==> src/rtl/stopwatch_pkg.sv <==
// Shared types and default sizing for the stopwatch core.
// Imported by stopwatch_lap and lap_fifo.
package stopwatch_pkg;

  typedef enum logic [1:0] {
    SW_IDLE  = 2'd0,
    SW_RUN   = 2'd1,
    SW_PAUSE = 2'd2
  } sw_state_t;

  localparam int CNT_W_DEF     = 14;
  localparam int TICK_DIV_DEF  = 10;
  localparam int LAP_DEPTH_DEF = 4;
  localparam int WRAP_DEF      = 1;

endpackage

==> src/rtl/lap_fifo.sv <==
// First-word-fall-through FIFO holding captured lap counts.
// Head reads as zero while empty so lap_data idles low.
module lap_fifo
  import stopwatch_pkg::*;
#(
  parameter int WIDTH = CNT_W_DEF,
  parameter int DEPTH = LAP_DEPTH_DEF
) (
  input  logic             clk,
  input  logic             rst,
  input  logic             flush,
  input  logic             push,
  input  logic [WIDTH-1:0] din,
  input  logic             pop,
  output logic [WIDTH-1:0] dout,
  output logic             full,
  output logic             empty
);

  localparam int AW = (DEPTH > 1) ? $clog2(DEPTH) : 1;
  localparam int CW = $clog2(DEPTH + 1);
  localparam logic [AW-1:0] LAST = AW'(DEPTH - 1);

  logic [WIDTH-1:0] mem [DEPTH];
  logic [AW-1:0]    rd;
  logic [AW-1:0]    wr;
  logic [CW-1:0]    cnt;
  logic             do_push;
  logic             do_pop;

  assign empty   = (cnt == '0);
  assign full    = (cnt == CW'(DEPTH));
  assign do_pop  = pop && !empty;
  assign do_push = push && (!full || do_pop);
  assign dout    = empty ? '0 : mem[rd];

  function automatic logic [AW-1:0] nxt(
    input logic [AW-1:0] p
  );
    return (p == LAST) ? '0 : p + 1'b1;
  endfunction

  always_ff @(posedge clk) begin
    if (rst || flush) begin
      rd  <= '0;
      wr  <= '0;
      cnt <= '0;
    end else begin
      if (do_push) wr <= nxt(wr);
      if (do_pop)  rd <= nxt(rd);
      unique case ({do_push, do_pop})
        2'b10:   cnt <= cnt + 1'b1;
        2'b01:   cnt <= cnt - 1'b1;
        default: ;
      endcase
    end
  end

  // Full with a same-cycle pop overwrites the slot being read out.
  always_ff @(posedge clk) begin
    if (do_push) mem[wr] <= din;
  end

endmodule

==> src/rtl/stopwatch_lap.sv <==
// Stopwatch with prescaler, wrap/saturate overflow and lap FIFO.
// Lap FIFO is built only when STOPWATCH_LAP_EN is defined.
module stopwatch_lap
  import stopwatch_pkg::*;
#(
  parameter int CNT_W     = CNT_W_DEF,
  parameter int TICK_DIV  = TICK_DIV_DEF,
  parameter int LAP_DEPTH = LAP_DEPTH_DEF,
  parameter int WRAP      = WRAP_DEF
) (
  input  logic             clk,
  input  logic             rst,
  input  logic             start,
  input  logic             stop,
  input  logic             clear,
  input  logic             lap,
  input  logic             lap_ready,
  output logic [CNT_W-1:0] count,
  output logic             running,
  output logic             overflow,
  output logic             lap_valid,
  output logic [CNT_W-1:0] lap_data,
  output logic             lap_drop
);

  localparam int PW = (TICK_DIV > 1) ? $clog2(TICK_DIV) : 1;
  localparam logic [PW-1:0] PMAX = PW'(TICK_DIV - 1);

  sw_state_t     state;
  sw_state_t     state_n;
  logic [PW-1:0] presc;
  logic          run_go;
  logic          tick;

  always_ff @(posedge clk) begin
    if (rst) state <= SW_IDLE;
    else     state <= state_n;
  end

  always_comb begin
    state_n = state;
    unique case (1'b1)
      clear:
        state_n = SW_IDLE;
      !clear && stop:
        if (state == SW_RUN) state_n = SW_PAUSE;
      !clear && !stop && start:
        state_n = SW_RUN;
      default: ;
    endcase
  end

  assign running = (state == SW_RUN);
  assign run_go  = running && !clear && !stop;
  assign tick    = run_go && (presc == PMAX);

  // Prescaler holds outside RUN so a resume keeps its phase.
  always_ff @(posedge clk) begin
    if (rst || clear) begin
      presc    <= '0;
      count    <= '0;
      overflow <= 1'b0;
    end else if (run_go) begin
      presc <= tick ? '0 : presc + 1'b1;
      if (tick) begin
        if (count == '1) begin
          overflow <= 1'b1;
          if (WRAP != 0) count <= '0;
        end else begin
          count <= count + 1'b1;
        end
      end
    end
  end

`ifdef STOPWATCH_LAP_EN
  logic push;
  logic full;
  logic empty;

  assign push      = lap && !clear && (state != SW_IDLE);
  assign lap_valid = !empty;

  lap_fifo #(
    .WIDTH (CNT_W),
    .DEPTH (LAP_DEPTH)
  ) u_fifo (
    .clk   (clk),
    .rst   (rst),
    .flush (clear),
    .push  (push),
    .din   (count),
    .pop   (lap_ready),
    .dout  (lap_data),
    .full  (full),
    .empty (empty)
  );

  always_ff @(posedge clk) begin
    if (rst || clear) lap_drop <= 1'b0;
    else lap_drop <= push && full && !lap_ready;
  end
`else
  wire unused_lap = &{1'b0, lap, lap_ready};

  assign lap_valid = 1'b0;
  assign lap_data  = '0;
  assign lap_drop  = 1'b0;
`endif

endmodule
==> config.mk <==
export PLATFORM = sky130hd
export DESIGN_NAME = stopwatch_lap
export DESIGN_NICKNAME = d
export VERILOG_FILES = /design/src/rtl/stopwatch_pkg.sv /design/src/rtl/lap_fifo.sv /design/src/rtl/stopwatch_lap.sv
export SDC_FILE = /design/constraint.sdc
export NUM_CORES = 1
export LEC_CHECK = 0
export CAP_MARGIN = 20
export CORE_MARGIN = 1
export CORE_UTILIZATION = 44
export DETAILED_ROUTE_END_ITERATION = 12
export PLACE_DENSITY = 0.78
export SLEW_MARGIN = 20
export SYNTH_ARGS = -nofsm -noshare
export SYNTH_HDL_FRONTEND = slang
export SYNTH_SLANG_ARGS = --single-unit
==> constraint.sdc <==
create_clock -name clk -period 2.4 [get_ports clk]
set_input_delay 0.36 -clock clk [delete_from_list [all_inputs] [get_ports clk]]
set_output_delay 0.36 -clock clk [all_outputs]
set_load 0.01 [all_outputs]
==> results.toml <==
[sta]
fin_skew_ns = 0.004237
max_freq_mhz = 454.2
period_share = 0.9173
fin_crit_ns = 2.202
rsz0062_at_grt = "false"
drv_slew = 0
finalSetupViolCount = 0
hold_violations = 0

[flow_run]
maxCapViolCount = 0

[floorplanning]
dieArea_um2 = 2807
ios = 39
initial_utilization = 0.4616
core-area_um2 = 2477
die_h_um = 52.98
die_x_um = 52.98
rows = 18

[grt]
grt_max_degree = 13
grt_remaining_overflow = 0
grt_pass1_vias = 902
antenna_found_initial = 0
grt_pass1_wl_mm = 3.622
track_usage = 0.1778

[routing]
drcViolationCount = 0
num_vias = 1007
ant_nets = 0
dr.pass1.iters = 4
wire_per_inst_um = 11.67
drt_iter0_drc = 27
routed_wl_mm = 2.299
viasPerCell = 5.112

[critical_path]
arrival_ns = 2.44
crit_path_start_kind = "primary input"
criticalPathCategory = "in2reg"
crit_fanout = 4
critPathRequiredTime_ns = 2.63
end_kind = "flop"

[power_and_ir_drop]
share_comb_of_total_power = 0.065
p_total_w = 0.0005574
vdd_ir_drop_max_mv = 0.3134
p_int_w = 0.0004245
switching_share = 0.2384
clock_power_share = 0.307
seq_power_share = 0.628
p_per_area_nw_per_um2 = 398.8
total_leakage_power_nw = 0.4738
p_sw_w = 0.0001329

[synthesis]
yosys_register_bits = 21
post-synth-top-area-cell = "dfxtp_1"
ys_seq_area_frac = 0.3676
syn_avg_cell_area_um2 = 8.227
ys_types = 33
syn_area_um2 = 1144
synth.top_cell.area_share = 0.3676
synthCells = 139
synth.area.top_cells = "dfxtp_1 (37%), buf_4 (11%), nor2_1 (5.6%), xnor2_1 (5.4%), a21oi_1 (3.9%)"
ys_warn_count = 0

[final_layout]
multi_input_area_um2 = 629.4
fillers = 236
num_antenna_cells = 0
syn2layout_area_growth_pct = 22.21
fin_util = 0.5641
finalNetCount = 178
drive_gt1_frac = 0.09581
layout.area.seq_um2 = 420.4

[cts]
cts_setup_buffers = 0
cts.repair.resized = 0
clockBufferDepth = 2
clk_pin_slew_ns = 0.12
clock_latency_ns = 0.30
cts.sinks = 21
cts_hold_buffers = 0
numCtsBuffers = 3
cts_tree = "built"
cts.htree.levels = 1
clockRootBuffer = "clkbuf_4"

[status]
status = "completed"

[placement]
port_buffers = 20
dp_hpwl_mm = 1.819
place.gp.congestion = 0.7906

[hold_path]
holdCritPathClass = "reg2reg"
cells in the mapped netlist:
| cell | instances |
|---|---|
| or4b_1 | 1 |
| a22oi_1 | 1 |
| clkbuf_1 | 4 |
| o21a_1 | 1 |
| or2_2 | 1 |
| ha_1 | 3 |
| buf_4 | 16 |
| o21ai_0 | 3 |
| mux2i_1 | 1 |
| o31ai_1 | 3 |
| nor4_1 | 5 |
| nand3b_1 | 1 |
| conb_1 | 1 |
| nor2b_1 | 1 |
| a311oi_1 | 1 |
| nor2_1 | 17 |
| and3b_1 | 1 |
| nor4b_1 | 1 |
| or4b_4 | 1 |
| nand3_1 | 7 |
| or3_1 | 1 |
| nand2_1 | 10 |
| or3_4 | 1 |
| nor3_1 | 4 |
| or4_1 | 4 |
| inv_1 | 4 |
| nand4_1 | 5 |
| nand4b_1 | 1 |
| and4_1 | 1 |
| a21oi_1 | 9 |
| xor2_1 | 1 |
| dfxtp_1 | 21 |
| xnor2_1 | 7 |
power groups by stage:
stage / Sequential [W] / Combinational (W) / Clock, W
2_1_floorplan: 0.000358 / 0.0000399 / 0
3_3_place_gp: 0.000358 / 0.0000349 / 0
3_5_place_dp: 0.000358 / 0.0000357 / 0
4_1_cts: 0.000350 / 0.0000358 / 0.000174
5_1_grt: 0.000350 / 0.0000407 / 0.000188
6_report: 0.000350 / 0.0000360 / 0.000171
area by class of cell:
class | instances | share of cell area
Clock buffer | 3 | 0.01611
Clock inverter | 1 | 0.003581
Inverter | 4 | 0.01074
Multi-Input combinational cell | 109 | 0.4503
Sequential cell | 21 | 0.3008
Tap cell | 30 | 0.02686
Timing Repair Buffer | 29 | 0.1916
kinds of logic after synthesis:
kind of cell | Yosys count | share of synthesized area
XOR/XNOR | 8 | 0.06127
AO/OA/AOI/OAI | 18 | 0.09300
flip-flops | 21 | 0.3676
buffers and inverters | 24 | 0.1313
multiplexers | 1 | 0.008753
other | 1 | 0.003279
adder cells (fa/ha/maj) | 3 | 0.03283
AND/OR/NAND/NOR | 63 | 0.3020
flip-flops by register name, summed over array words and instances, names as in the netlist:
name and flops:
presc 4, state 2, count 14, overflow 1
critical path: stages:
cell and delay, ns:
clkdlybuf4s50_1 0.43, or4b_4 0.55, or3_4 0.42, or4_1 0.51, a21oi_1 0.17
per-stage QoR:
step / cell area [um^2] / setup TNS (ns) / worst slack [ns] / cells / hold slack, ns
detailed placement: 1370 / -0.1974 / -0.1120 / 193 / 0.4614
global placement: 1370 / -0.09450 / -0.04923 / 193 / 0.4489
finish: 1398 / 0 / 0.1985 / 197 / 0.4856
CTS: 1398 / 0 / 0.2042 / 197 / 0.4902
floorplan: 1200 / 0 / 0.4057 / 154 / 0.4794
global route: 1398 / 0 / 0.1447 / 197 / 0.5150
metal layers:
layer | up-vias | global-route usage | share of wire
li1 | 518 | - | -
met1 | 454 | 0.1782 | 0.43
met2 | 33 | 0.3460 | 0.52
met3 | 2 | 0.03736 | 0.044
met4 | 0 | 0.07456 | 0.0052
met5 | - | 0 | 0
worst paths after layout:
check            from   endpoint  slack (ns)  depth (start not counted)
min reg2reg  overflow   overflow        0.49                          1
min          overflow   overflow        0.49                          1
max             clear  count[12]        0.20                          5
max reg2reg  state[1]  count[12]        0.30                          4
layout by cell type, fill, tap and decap left out, types with 4 or more instances in the layout:
master,Yosys,final
or4_1,4,4
dfxtp_1,21,21
clkdlybuf4s50_1,0,20
nor3_1,4,4
nand3_1,7,7
conb_1,1,16
buf_4,16,9
xnor2_1,7,7
nor2_1,17,17
a21oi_1,9,9
inv_1,4,4
nand4_1,5,5
nand2_1,10,10
nor4_1,5,5
Note: power is estimated with default switching activity, not from simulation.
